### src/rtl/sequencer_pkg.sv
// Shared state encoding and instruction-class constants for the datapath sequencer.
package sequencer_pkg;

   typedef enum logic [2:0] {
      IDLE  = 3'd0,
      FETCH = 3'd1,
      EXEC  = 3'd2,
      MEM   = 3'd3,
      HALT  = 3'd4
   } state_t;

   localparam logic [2:0] CLS_ALU   = 3'd0;
   localparam logic [2:0] CLS_COND  = 3'd1;
   localparam logic [2:0] CLS_LOAD  = 3'd2;
   localparam logic [2:0] CLS_STORE = 3'd3;
   localparam logic [2:0] CLS_JUMP  = 3'd4;
   localparam logic [2:0] CLS_HALT  = 3'd5;

   localparam int CLS_MSB = 31;
   localparam int CLS_LSB = 29;

   function automatic logic [2:0] get_cls(input logic [31:0] word);
      return word[CLS_MSB:CLS_LSB];
   endfunction

endpackage

### src/rtl/mem_watchdog.sv
// Data-port watchdog: counts cycles without an ack and flags the cycle
// in which the count would reach TIMEOUT.
module mem_watchdog #(
   parameter int TIMEOUT = 255
) (
   input  logic clk,
   input  logic reset_n,
   input  logic i_clear,
   input  logic i_en,
   output logic o_expired
);

   localparam int CW = (TIMEOUT < 2) ? 1 : $clog2(TIMEOUT + 1);
   localparam logic [CW-1:0] LIMIT = CW'(TIMEOUT - 1);

   logic [CW-1:0] r_count;

   // Expiry is combinational so the abort happens in the cycle the limit is hit.
   assign o_expired = i_en && (r_count == LIMIT);

   // Wait-cycle counter, cleared at the start of every data access.
   always_ff @(posedge clk or negedge reset_n) begin
      if (!reset_n) begin
         r_count <= {CW{1'b0}};
      end else if (i_clear) begin
         r_count <= {CW{1'b0}};
      end else if (i_en && !o_expired) begin
         r_count <= r_count + CW'(1);
      end else begin
         r_count <= r_count;
      end
   end

endmodule

### src/rtl/datapath_sequencer.sv
// Multi-cycle control FSM for the datapath: fetch, execute, load/store with
// watchdog, and a retired-instruction counter.
module datapath_sequencer
   import sequencer_pkg::*;
#(
   parameter int TIMEOUT = 255,
   parameter int CNT_W   = 32
) (
   input  logic             clk,
   input  logic             reset_n,
   input  logic             start,
   input  logic [31:0]      program_counter,
   output logic [31:0]      imem_addr,
   output logic             imem_req,
   input  logic             imem_ack,
   input  logic [31:0]      imem_data,
   output logic [31:0]      instr_q,
   output logic             dmem_req,
   output logic             dmem_we,
   input  logic             dmem_ack,
   output logic             pc_inc,
   output logic             write_en,
   output logic             ld,
   output logic             jump,
   output logic             busy,
   output logic             halted,
   output logic             err_illegal,
   output logic             err_timeout,
   output logic [CNT_W-1:0] retired_count
);

   state_t           r_state;
   state_t           w_next_state;
   logic [31:0]      r_instr;
   logic [CNT_W-1:0] r_retired;
   logic [2:0]       w_cls;
   logic             w_retire;
   logic             w_wd_clear;
   logic             w_wd_en;
   logic             w_expired;

   assign w_cls         = get_cls(r_instr);
   assign instr_q       = r_instr;
   assign retired_count = r_retired;
   assign imem_addr     = imem_req ? program_counter : 32'd0;
   assign w_wd_en       = (r_state == MEM) && !dmem_ack;

   mem_watchdog #(.TIMEOUT(TIMEOUT)) u_watchdog (
      .clk       (clk),
      .reset_n   (reset_n),
      .i_clear   (w_wd_clear),
      .i_en      (w_wd_en),
      .o_expired (w_expired)
   );

   // State, instruction latch and retire counter.
   always_ff @(posedge clk or negedge reset_n) begin
      if (!reset_n) begin
         r_state   <= IDLE;
         r_instr   <= 32'd0;
         r_retired <= {CNT_W{1'b0}};
      end else begin
         r_state <= w_next_state;
         if ((r_state == FETCH) && imem_ack) begin
            r_instr <= imem_data;
         end else begin
            r_instr <= r_instr;
         end
         if (w_retire) begin
            r_retired <= r_retired + CNT_W'(1);
         end else begin
            r_retired <= r_retired;
         end
      end
   end

   // Next state and strobes; MEM terms are qualified by the data ack.
   always_comb begin
      w_next_state = r_state;
      w_retire     = 1'b0;
      w_wd_clear   = 1'b0;
      imem_req     = 1'b0;
      dmem_req     = 1'b0;
      dmem_we      = 1'b0;
      pc_inc       = 1'b0;
      write_en     = 1'b0;
      ld           = 1'b0;
      jump         = 1'b0;
      busy         = 1'b1;
      halted       = 1'b0;
      err_illegal  = 1'b0;
      err_timeout  = 1'b0;
      case (r_state)
         IDLE: begin
            busy = 1'b0;
            if (start) begin
               w_next_state = FETCH;
            end else begin
               w_next_state = IDLE;
            end
         end
         FETCH: begin
            imem_req = 1'b1;
            if (imem_ack) begin
               w_next_state = EXEC;
            end else begin
               w_next_state = FETCH;
            end
         end
         EXEC: begin
            w_next_state = FETCH;
            case (w_cls)
               CLS_ALU, CLS_COND: begin
                  write_en = 1'b1;
                  pc_inc   = 1'b1;
                  w_retire = 1'b1;
               end
               CLS_JUMP: begin
                  write_en = 1'b1;
                  jump     = 1'b1;
                  w_retire = 1'b1;
               end
               CLS_LOAD, CLS_STORE: begin
                  w_wd_clear   = 1'b1;
                  w_next_state = MEM;
               end
               CLS_HALT: begin
                  pc_inc       = 1'b1;
                  w_retire     = 1'b1;
                  w_next_state = HALT;
               end
               default: begin
                  pc_inc      = 1'b1;
                  err_illegal = 1'b1;
               end
            endcase
         end
         MEM: begin
            dmem_req = 1'b1;
            dmem_we  = (w_cls == CLS_STORE);
            if (dmem_ack) begin
               pc_inc       = 1'b1;
               ld           = (w_cls == CLS_LOAD);
               write_en     = (w_cls == CLS_LOAD);
               w_retire     = 1'b1;
               w_next_state = FETCH;
            end else if (w_expired) begin
               pc_inc       = 1'b1;
               err_timeout  = 1'b1;
               w_next_state = FETCH;
            end else begin
               w_next_state = MEM;
            end
         end
         HALT: begin
            busy   = 1'b0;
            halted = 1'b1;
            if (start) begin
               w_next_state = FETCH;
            end else begin
               w_next_state = HALT;
            end
         end
         default: begin
            busy         = 1'b0;
            w_next_state = IDLE;
         end
      endcase
   end

endmodule

### config.mk
export PLATFORM = sky130hd
export DESIGN_NAME = datapath_sequencer
export DESIGN_NICKNAME = d
export VERILOG_FILES = /design/src/rtl/sequencer_pkg.sv /design/src/rtl/mem_watchdog.sv /design/src/rtl/datapath_sequencer.sv
export SDC_FILE = /design/constraint.sdc
export NUM_CORES = 1
export LEC_CHECK = 0
export ABC_AREA = 1
export CAP_MARGIN = 30
export CORE_MARGIN = 3
export CORE_UTILIZATION = 46
export CTS_CLUSTER_DIAMETER = 50
export CTS_CLUSTER_SIZE = 8
export DETAILED_ROUTE_END_ITERATION = 8
export PLACE_DENSITY_LB_ADDON = 0.08
export SYNTH_ARGS = -nofsm -noshare
export SYNTH_HDL_FRONTEND = slang
export SYNTH_SLANG_ARGS = --single-unit
### constraint.sdc
create_clock -name clk -period 2.34 [get_ports clk]
set_input_delay 0.702 -clock clk [delete_from_list [all_inputs] [get_ports clk]]
set_output_delay 0.702 -clock clk [all_outputs]
set_load 0.01 [all_outputs]
==> out/qor.yml <==
status: "completed"
cell_rows: 33
layout_commonest_cell: "sky130_fd_sc_hd__clkdlybuf4s50_1"
syn-cell-area_um2: 4074
mostFrequentLayoutCells: "130 x sky130_fd_sc_hd__clkdlybuf4s50_1, 98 x sky130_fd_sc_hd__nand2_1, 81 x sky130_fd_sc_hd__nor2_1"
post_synth_top_area_share: 0.4607
seqPwrFrac: 0.318
grt_antenna_before_repair: 0
fin_setup_tns_ns: 0
design.die.area_um2: 10020
startpoint_type: "register"
route.met3.wl_um: 864
timing.final.hold_violations: 0
path_clk_slew_ns: 0.08
die_x_um: 100.1
critical_path_required_ns: 1.64
globalRouteTotalUtil: 0.2267
synth_seq_cells: 75
relSlewSlack: 0.6767
insertedDiodeCount: 0
synth.yosys.seq_area_share: 0.4607
intPower_mw: 4.084
drt_iter0_markers: 119
global_route.overflow_total: 0
ioPinCount: 176
synthesis_warnings: 0
worst-setup-path-type: "reg -> out"
cp_max_fo: 5
cp_data_arrival_time_ns: 1.59
synthesis.area_per_instance_um2: 8.400
cts_buffer_depth: 2
numPortBuffers: 175
hold_path.class: "in -> async"
yosysUniqueCellTypes: 33
grt_pass1_vias: 3848
dp_hpwl_um: 8605
power_switching_share: 0.3395
share_comb_of_total_power: 0.489
grt_max_degree: 35
timing.fmax_mhz: 435.5
worst_skew_pair.late_latency_ns: 0.34
cts_made_buffers: 9
first_pass_iters: 4
routed_via_density: 4.848
synth_nets: 557
vdd.ir_drop.worst_mv: 0.7148
p_total_mw: 6.184
totalWireLength_um: 11340
vias: 3840
fin_worst_skew_ns: 0.01190
placed_cells_incl_taps: 771
pwr_density_cell_nw_per_um2: 982.0
layout_worst_path_cycle_share: 0.9813
ctsRootBufferMaster: "sky130_fd_sc_hd__clkbuf_8"
p_clk_frac: 0.194
design.final.nets: 755
highest_layer: "met4"
detailroute.wirelength.met2_um: 5627
gp_congestion: 0.9049
endpoint_kind: "output pin"
static-leakage-power_nw: 3.130
synthTopCellsByArea: "sky130_fd_sc_hd__dfrtp_1 46%, sky130_fd_sc_hd__mux2_4 9.2%, sky130_fd_sc_hd__nand2_1 9.1%, sky130_fd_sc_hd__nor2_1 7.6%, sky130_fd_sc_hd__inv_1 7.3%"
cts_tree: "done"
initial_utilization: 0.4837
yosysTopAreaCell: "sky130_fd_sc_hd__dfrtp_1"
global_route_wire_length_before_repair_um: 18260
htree_num_levels: 3
finalSetupViolCount: 0
syn_to_final_growth_pct: 54.58
utilization: 0.7476
tightest_slew_ns: 0.4837
die_y_um: 100.1
route.layer.met1.wl_um: 4657
cap_viol_max_count: 0
finish.cell_count_without_fillers: 792
slew_viol_final: 0
design.core.area_um2: 8423
timing.final.crit_period_ns: 2.296
route.detailed.drc: 0
switching_power_total_mw: 2.099
clock_sinks: 75
routed_wire_length_per_instance_um: 14.31
syn-instance-count: 485
detail-route-antenna-nets: 0
layout-drive-gt1-share: 0.1499
what timing repair did:
item / CTS / global route
pin swaps: 0 / 2
setup buffers: 3 / 3
gates resized for setup: 57 / 39
endpoints found under the setup margin: 42 / 27
hold buffers: 0 / 0
sequential cells by signal, indices dropped and copies added, names as in the netlist:
| signal | flops |
|---|---|
| instr_q | 32 |
| r_state | 3 |
| retired_count | 32 |
| u_watchdog.r_count | 8 |
final cells by class:
cell class / instances / area [um^2]
Clock inverter: 4 / 98.84
Timing Repair Buffer: 197 / 1892
Sequential cell: 75 / 1878
Fill cell: 635 / 2126
Tap cell: 105 / 131.4
Multi-Input combinational cell: 319 / 1851
Inverter: 81 / 305.3
Clock buffer: 11 / 141.4
stage by stage:
step	hold slack (ns)	worst slack, ns	cell area [um^2]
4_1_cts	0.3154	-0.04673	6279
5_1_grt	0.3312	-0.06229	6297
3_3_place_gp	0.4903	-0.3851	6063
6_report	0.3129	0.04378	6297
2_1_floorplan	0.4064	0.5540	4074
3_5_place_dp	0.4959	-0.4053	6063
path summary, 6_finish.rpt:
kind / startpoint / end / slack (ns) / depth (start not counted)
max: r_state[1] / write_en / 0.04 / 6
min: reset_n / retired_count[12] / 0.31 / 1
max reg2reg: r_state[1] / retired_count[27] / 0.27 / 14
min reg2reg: instr_q[3] / instr_q[3] / 0.52 / 1
max in group asynchronous: reset_n / retired_count[30] / 1.51 / 2
min in group clk: instr_q[3] / instr_q[3] / 0.52 / 1
power groups by stage:
stage | logic [mW] | clock network [mW] | registers (mW)
4_1_cts | 3.00 | 1.23 | 1.96
3_5_place_dp | 3.12 | 0 | 1.97
6_report | 3.02 | 1.20 | 1.96
3_3_place_gp | 3.05 | 0 | 1.97
2_1_floorplan | 1.32 | 0 | 2.10
5_1_grt | 3.25 | 1.29 | 2.01
synthesized netlist by cell type:
cell type                   instances
sky130_fd_sc_hd__nor2_4             1
sky130_fd_sc_hd__dfrtp_1           75
sky130_fd_sc_hd__mux2_2             5
sky130_fd_sc_hd__nand3_1           35
sky130_fd_sc_hd__xor2_1            10
sky130_fd_sc_hd__nand3_2            2
sky130_fd_sc_hd__inv_2              1
sky130_fd_sc_hd__clkbuf_1           1
sky130_fd_sc_hd__and2_1             1
sky130_fd_sc_hd__a21oi_1            4
sky130_fd_sc_hd__xnor2_1           13
sky130_fd_sc_hd__buf_6              4
sky130_fd_sc_hd__nor3_2             1
sky130_fd_sc_hd__o21ai_1            3
sky130_fd_sc_hd__nand4_1            6
sky130_fd_sc_hd__buf_4              1
sky130_fd_sc_hd__inv_1             79
sky130_fd_sc_hd__o21ai_0            8
sky130_fd_sc_hd__buf_2              2
sky130_fd_sc_hd__clkinv_2           1
sky130_fd_sc_hd__buf_1              2
sky130_fd_sc_hd__nand2_2            2
sky130_fd_sc_hd__nor3_1             8
sky130_fd_sc_hd__ha_1               3
sky130_fd_sc_hd__nand2_1           99
sky130_fd_sc_hd__nand3b_1           3
sky130_fd_sc_hd__nor2_2             4
sky130_fd_sc_hd__nand2_4            1
sky130_fd_sc_hd__mux2_4            25
sky130_fd_sc_hd__o2111ai_1          1
sky130_fd_sc_hd__and3_1             1
sky130_fd_sc_hd__nor2_1            82
sky130_fd_sc_hd__o22ai_1            1
critical path, cell delays in order, from the launching register on:
cell,delay [ns]
sky130_fd_sc_hd__dfrtp_1,0.38
sky130_fd_sc_hd__inv_2,0.06
sky130_fd_sc_hd__nor2_4,0.19
sky130_fd_sc_hd__buf_4,0.14
sky130_fd_sc_hd__nand3_2,0.10
sky130_fd_sc_hd__o21ai_2,0.14
sky130_fd_sc_hd__clkdlybuf4s15_2,0.24
kinds of logic (layout without fill, tap and decap cells):
logic type	Yosys count	count (layout)	share of synthesized area
adder cells (fa/ha/maj)	3	3	0.009215
flip-flops	75	75	0.4607
buffers and inverters	91	293	0.09306
multiplexers	30	30	0.1060
XOR/XNOR	23	23	0.04945
AND/OR/NAND/NOR	246	246	0.2595
AO/OA/AOI/OAI	17	17	0.02211
metal layers:
layer	GRT usage	up-vias
met5	0	-
met4	0.06218	0
met3	0.06185	17
met2	0.3982	147
met1	0.2745	1780
li1	-	1896
(Power assumes the default switching activity.)
